**src/rtl/irq_ctrl.sv**
```systemverilog
// irq_ctrl: trap source arbiter in front of the microcoded decoder (irq lines, fault, syscall, reti, continue).
// Define IRQ_CTRL_SYNC_EN to put two-flop synchronizers on irq_in and cont_in ahead of edge detection.
module irq_ctrl (
  input  logic       clk,
  input  logic       reset,
  input  logic [7:0] irq_in,
  input  logic       fault_in,
  input  logic       cont_in,
  input  logic       SYSCALL,
  input  logic       RETI,
  input  logic [3:0] state,
  input  logic       mask_we,
  input  logic [7:0] mask_wd,
  input  logic       ie_we,
  input  logic       ie_wd,
  output logic       irq_r,
  output logic       fault_r,
  output logic       cont_r,
  output logic [3:0] cause,
  output logic       ie,
  output logic       in_isr,
  output logic       dfault,
  output logic [7:0] mask
);

  logic [7:0] irq_q, irq_d, irq_rise, pend, pend_m, ack_line;
  logic       cont_q, cont_d, cont_rise;
  logic       sys_d, reti_d, sys_rise, reti_rise;
  logic       swi, flt;
  logic       ack, ack_flt, ack_swi;
  logic [3:0] win_code;

`ifdef IRQ_CTRL_SYNC_EN
  logic [7:0] irq_s1;
  logic       cont_s1;

  always_ff @(posedge clk or posedge reset) begin
    if (reset) begin
      irq_s1  <= 8'h00;
      irq_q   <= 8'h00;
      cont_s1 <= 1'b0;
      cont_q  <= 1'b0;
    end else begin
      irq_s1  <= irq_in;
      irq_q   <= irq_s1;
      cont_s1 <= cont_in;
      cont_q  <= cont_s1;
    end
  end
`else
  assign irq_q  = irq_in;
  assign cont_q = cont_in;
`endif

  assign irq_rise  = irq_q & ~irq_d;
  assign cont_rise = cont_q & ~cont_d;
  assign sys_rise  = SYSCALL & ~sys_d;
  assign reti_rise = RETI & ~reti_d;

  assign pend_m  = pend & mask;
  assign irq_r   = (((|pend_m) & ie) | swi) & ~in_isr & ~flt;
  assign fault_r = flt;

  // Fault outranks syscall, which outranks the lowest-numbered unmasked line.
  assign ack      = (state == 4'd0) & (flt | irq_r);
  assign ack_flt  = ack & flt;
  assign ack_swi  = ack & ~flt & swi;
  assign ack_line = (ack & ~flt & ~swi) ? (pend_m & (~pend_m + 8'd1)) : 8'h00;

  always_comb begin
    win_code = 4'd0;
    if (flt) begin
      win_code = 4'd9;
    end else if (swi) begin
      win_code = 4'd8;
    end else begin
      for (int i = 7; i >= 0; i--)
        if (pend_m[i]) win_code = 4'(i);
    end
  end

  // New edges are OR-ed in after the acknowledge clear, so a set in the same cycle wins.
  always_ff @(posedge clk or posedge reset) begin
    if (reset) begin
      irq_d  <= 8'h00;
      cont_d <= 1'b0;
      sys_d  <= 1'b0;
      reti_d <= 1'b0;
      cont_r <= 1'b0;
      pend   <= 8'h00;
      swi    <= 1'b0;
      flt    <= 1'b0;
      mask   <= 8'h00;
      cause  <= 4'd0;
      ie     <= 1'b0;
      in_isr <= 1'b0;
      dfault <= 1'b0;
    end else begin
      irq_d  <= irq_q;
      cont_d <= cont_q;
      sys_d  <= SYSCALL;
      reti_d <= RETI;
      cont_r <= cont_rise;
      pend   <= (pend & ~ack_line) | irq_rise;
      swi    <= (swi & ~ack_swi) | sys_rise;
      flt    <= fault_in | (flt & ~ack_flt);
      if (mask_we)
        mask <= mask_wd;
      if (ack) begin
        cause  <= win_code;
        ie     <= 1'b0;
        in_isr <= 1'b1;
        if (ack_flt & in_isr)
          dfault <= 1'b1;
      end else if (reti_rise) begin
        in_isr <= 1'b0;
        ie     <= 1'b1;
      end else if (ie_we) begin
        ie <= ie_wd;
      end
    end
  end

endmodule

```
**config.mk**
```make
export PLATFORM = sky130hd
export DESIGN_NAME = irq_ctrl
export DESIGN_NICKNAME = d
export VERILOG_FILES = /design/src/rtl/irq_ctrl.sv
export SDC_FILE = /design/constraint.sdc
export NUM_CORES = 1
export LEC_CHECK = 0
export CAP_MARGIN = 20
export CORE_ASPECT_RATIO = 1.5
export CORE_MARGIN = 4
export CORE_UTILIZATION = 49
export DETAILED_ROUTE_END_ITERATION = 7
export PLACE_DENSITY = 0.84
export SLEW_MARGIN = 20
export SYNTH_ARGS = -nofsm -noshare
export SYNTH_HDL_FRONTEND = slang
export SYNTH_SLANG_ARGS = --single-unit
```
**constraint.sdc**
```tcl
create_clock -name clk -period 4.95 [get_ports clk]
set_clock_uncertainty 0.15 [all_clocks]
set_input_delay 0.495 -clock clk [delete_from_list [all_inputs] [get_ports clk]]
set_output_delay 0.495 -clock clk [all_outputs]
set_load 0.005 [all_outputs]
```
==> results by group <==
Floorplanning
  – Core region area: 2940 um2
  – Die X-Extent: 53.3 um
  – Die ar.: 4050 um2
  – Die height: 76.0 um
  – Io pins: 47
  – Row count: 24
  – Starting Density: 0.513

CTS
  – Clock buffer depth: 2
  – CTS H-Tree Depth: 2
  – Total CTS buffers: 5
  – Hold_buf cts: 0
  – CTS tree: yes
  – Clock Latency Late Sink: 290 ps
  – Setup Fix Bufs, Post-CTS: 0
  – Post_cts resized: 0
  – Worst-path clk slew: 60 ps
  – CTS Sinks: 37
  – CTS root buffer: clkbuf_8

Layout
  – Final Net Count: 213
  – Finished Layout Cells: 224
  – Most common cell after layout, fill and taps aside: clkdlybuf4s50_1
  – Layout area overhead: 39.3%
  – Most frequent cells in the layout: clkdlybuf4s50_1 (46), dfrtp_1 (37), nand2_1 (18)
  – Layout cells sized above 1: 0.114
  – N_diodes: 0

Flow run
  – Max-Cap Viols: 0

Logic synthesis
  – Netlist Area Pre-Place: 1510 um2
  – Synth warn: 0
  – Sequential area share after synthesis: 0.614
  – Mean area per synthesized cell: 11.5 um2
  – Syn nets: 160
  – Number of library cell types mapped by synthesis: 30
  – Syn Inst Count: 131
  – Synth Register Bits: 37

STA
  – Setup TNS Final: 0 ps
  – Endpoints failing setup: 0
  – Final Cycle Share: 0.572
  – Min Tclk post-route: 2830 ps
  – Slew of the pin with the lowest slew margin: 497 ps
  – Final slew viol count: 0
  – Fmax: 353 MHz
  – Max-slew headroom: 0.668
  – Final hold vios: 0
  – RSZ-0062 raised after global routing: false

Critical path
  – R2r setup slk: 3010 ps
  – Crit end category: output port
  – Worst r2r path cells: 5
  – Setup Crit Path Kind: reg -> out
  – CP Max Fanout: 6
  – RR Startpoint: mask[5]
  – Reg2reg end: cause[3]
  – Startpoint Class: register
  – Crit path required time: 4300 ps
  – CP Data Arrival Time: 2190 ps

Pwr
  – Total power: 0.000633 W
  – PwrDens: 301 nW/um2
  – Leakage: 0.916 nW
  – VDD IR max: 0.199 mV

Detailed routing
  – Wire length per cell: 15.6 um
  – Initial DRC count: 43
  – Met2 wire len: 1.90 mm
  – Number of remaining DRC errors: 0
  – Top routing layer in use: met4
  – WL met1: 1.30 mm
  – Number of detailed-route iterations in the first pass: 4
  – WL final: 3.49 mm
  – DR vias/cell: 5.46
  – Vias: 1224
  – Antenna-violating nets left: 0
  – Wire length on met3: 178 um

Placed design
  – Routability cong.: 0.834
  – Cells after DPL: 216
  – Number of port buffers: 46
  – Dpl hpwl: 2.67 mm

GRT
  – Initial antenna violation count: 0
  – Vias in the first global route: 1319
  – Largest net degree at the start of global routing: 38
  – Overflow after GRT: 0
  – Global-route wire length before repair: 5.87 mm
  – Total GRT Usage: 0.197

Worst hold path
  – Hold depth: 1
  – Hold Path End: cont_r
  – Hold Path Class: reg -> reg
  – Hold Path Origin: cont_d

Status
  – Status: completed
[registers in the layout (all words and copies together), names as in the netlist]
signal   flops
cont_d       1
cause        4
cont_r       1
pend         8
in_isr       1
dfault       1
reti_d       1
sys_d        1
ie           1
mask         8
irq_d        8
swi          1
fault_r      1
[worst max-delay path, cell delays in order, from the launching register on]
cell and delay, ps:
dfrtp_1 450, a222oi_1 520, a31oi_1 230, nor2_1 180
nor2_1 70, clkdlybuf4s50_1 450
[cell families (layout without fill, tap and decap cells)]
| group | count (synthesis) | count (layout) | share of synthesized area |
|---|---|---|---|
| buf+inv | 14 | 68 | 0.0348 |
| simple gates | 39 | 39 | 0.138 |
| compound gates | 33 | 33 | 0.154 |
| mux | 8 | 8 | 0.0589 |
| flops | 37 | 37 | 0.614 |
[layout make-up]
class	count	area (um2)
multi-input cells	80	531
well taps	39	48.8
clock buffers	8	80.1
flip-flops and latches	37	926
repair buffers	47	468
inverters	13	48.8
fillers	250	841
[worst max path at each step]
stage	slack (ps)	depth (start not counted)	endpoint	from
global route	1970	5	irq_r	mask[5]
finish	2120	5	irq_r	mask[5]
detailed placement	2360	6	pend[6]	state[1]
floorplan	2890	5	pend[7]	state[1]
CTS	2150	5	irq_r	mask[5]
global placement	2400	6	pend[7]	state[1]
[layer usage]
metal	up-vias	track usage
met5	-	0
met4	0	0.110
met3	11	0.0510
met2	44	0.321
met1	592	0.224
li1	577	-
[cell usage after synthesis (all sizes together)]
master | n | area [um2]
a21o | 3 | 23.8
a21oi | 2 | 10.0
a222oi | 2 | 20.0
a22o | 5 | 43.8
a22oi | 3 | 22.5
a31o | 2 | 17.5
a31oi | 1 | 6.26
a32oi | 2 | 17.5
and4bb | 1 | 16.3
clkbuf | 1 | 3.75
dfrtp | 37 | 926
inv | 13 | 48.8
mux2 | 7 | 78.8
mux2i | 1 | 10.0
nand2 | 18 | 67.6
nand2b | 1 | 6.26
nand3 | 4 | 20.0
nand3b | 1 | 7.51
nand4 | 1 | 6.26
nor2 | 4 | 15.0
nor2b | 3 | 18.8
nor3 | 2 | 21.3
nor4 | 1 | 6.26
o21a | 1 | 7.51
o21ai | 9 | 45.0
o22ai | 3 | 18.8
or2 | 2 | 12.5
or4 | 1 | 11.3
[stage by stage]
| step | worst slack (ps) | area [um2] | hold WS, ps | utilization |
|---|---|---|---|---|
| floorplan | 2890 | 1510 | 228 | - |
| global placement | 2400 | 2020 | 237 | 0.687 |
| detailed placement | 2360 | 2020 | 244 | 0.687 |
| CTS | 2150 | 2100 | 253 | 0.714 |
| global route | 1970 | 2100 | 273 | 0.714 |
| finish | 2120 | 2100 | 250 | 0.714 |
[where the power goes]
group / internal (W) / leakage, nW / total, W / switching, W
logic: 0.0000615 / 0.473 / 0.0000962 / 0.0000347
registers: 0.000321 / 0.404 / 0.000339 / 0.0000182
clock network: 0.0000999 / 0.0395 / 0.000198 / 0.0000984
(Power assumes the default switching activity.)
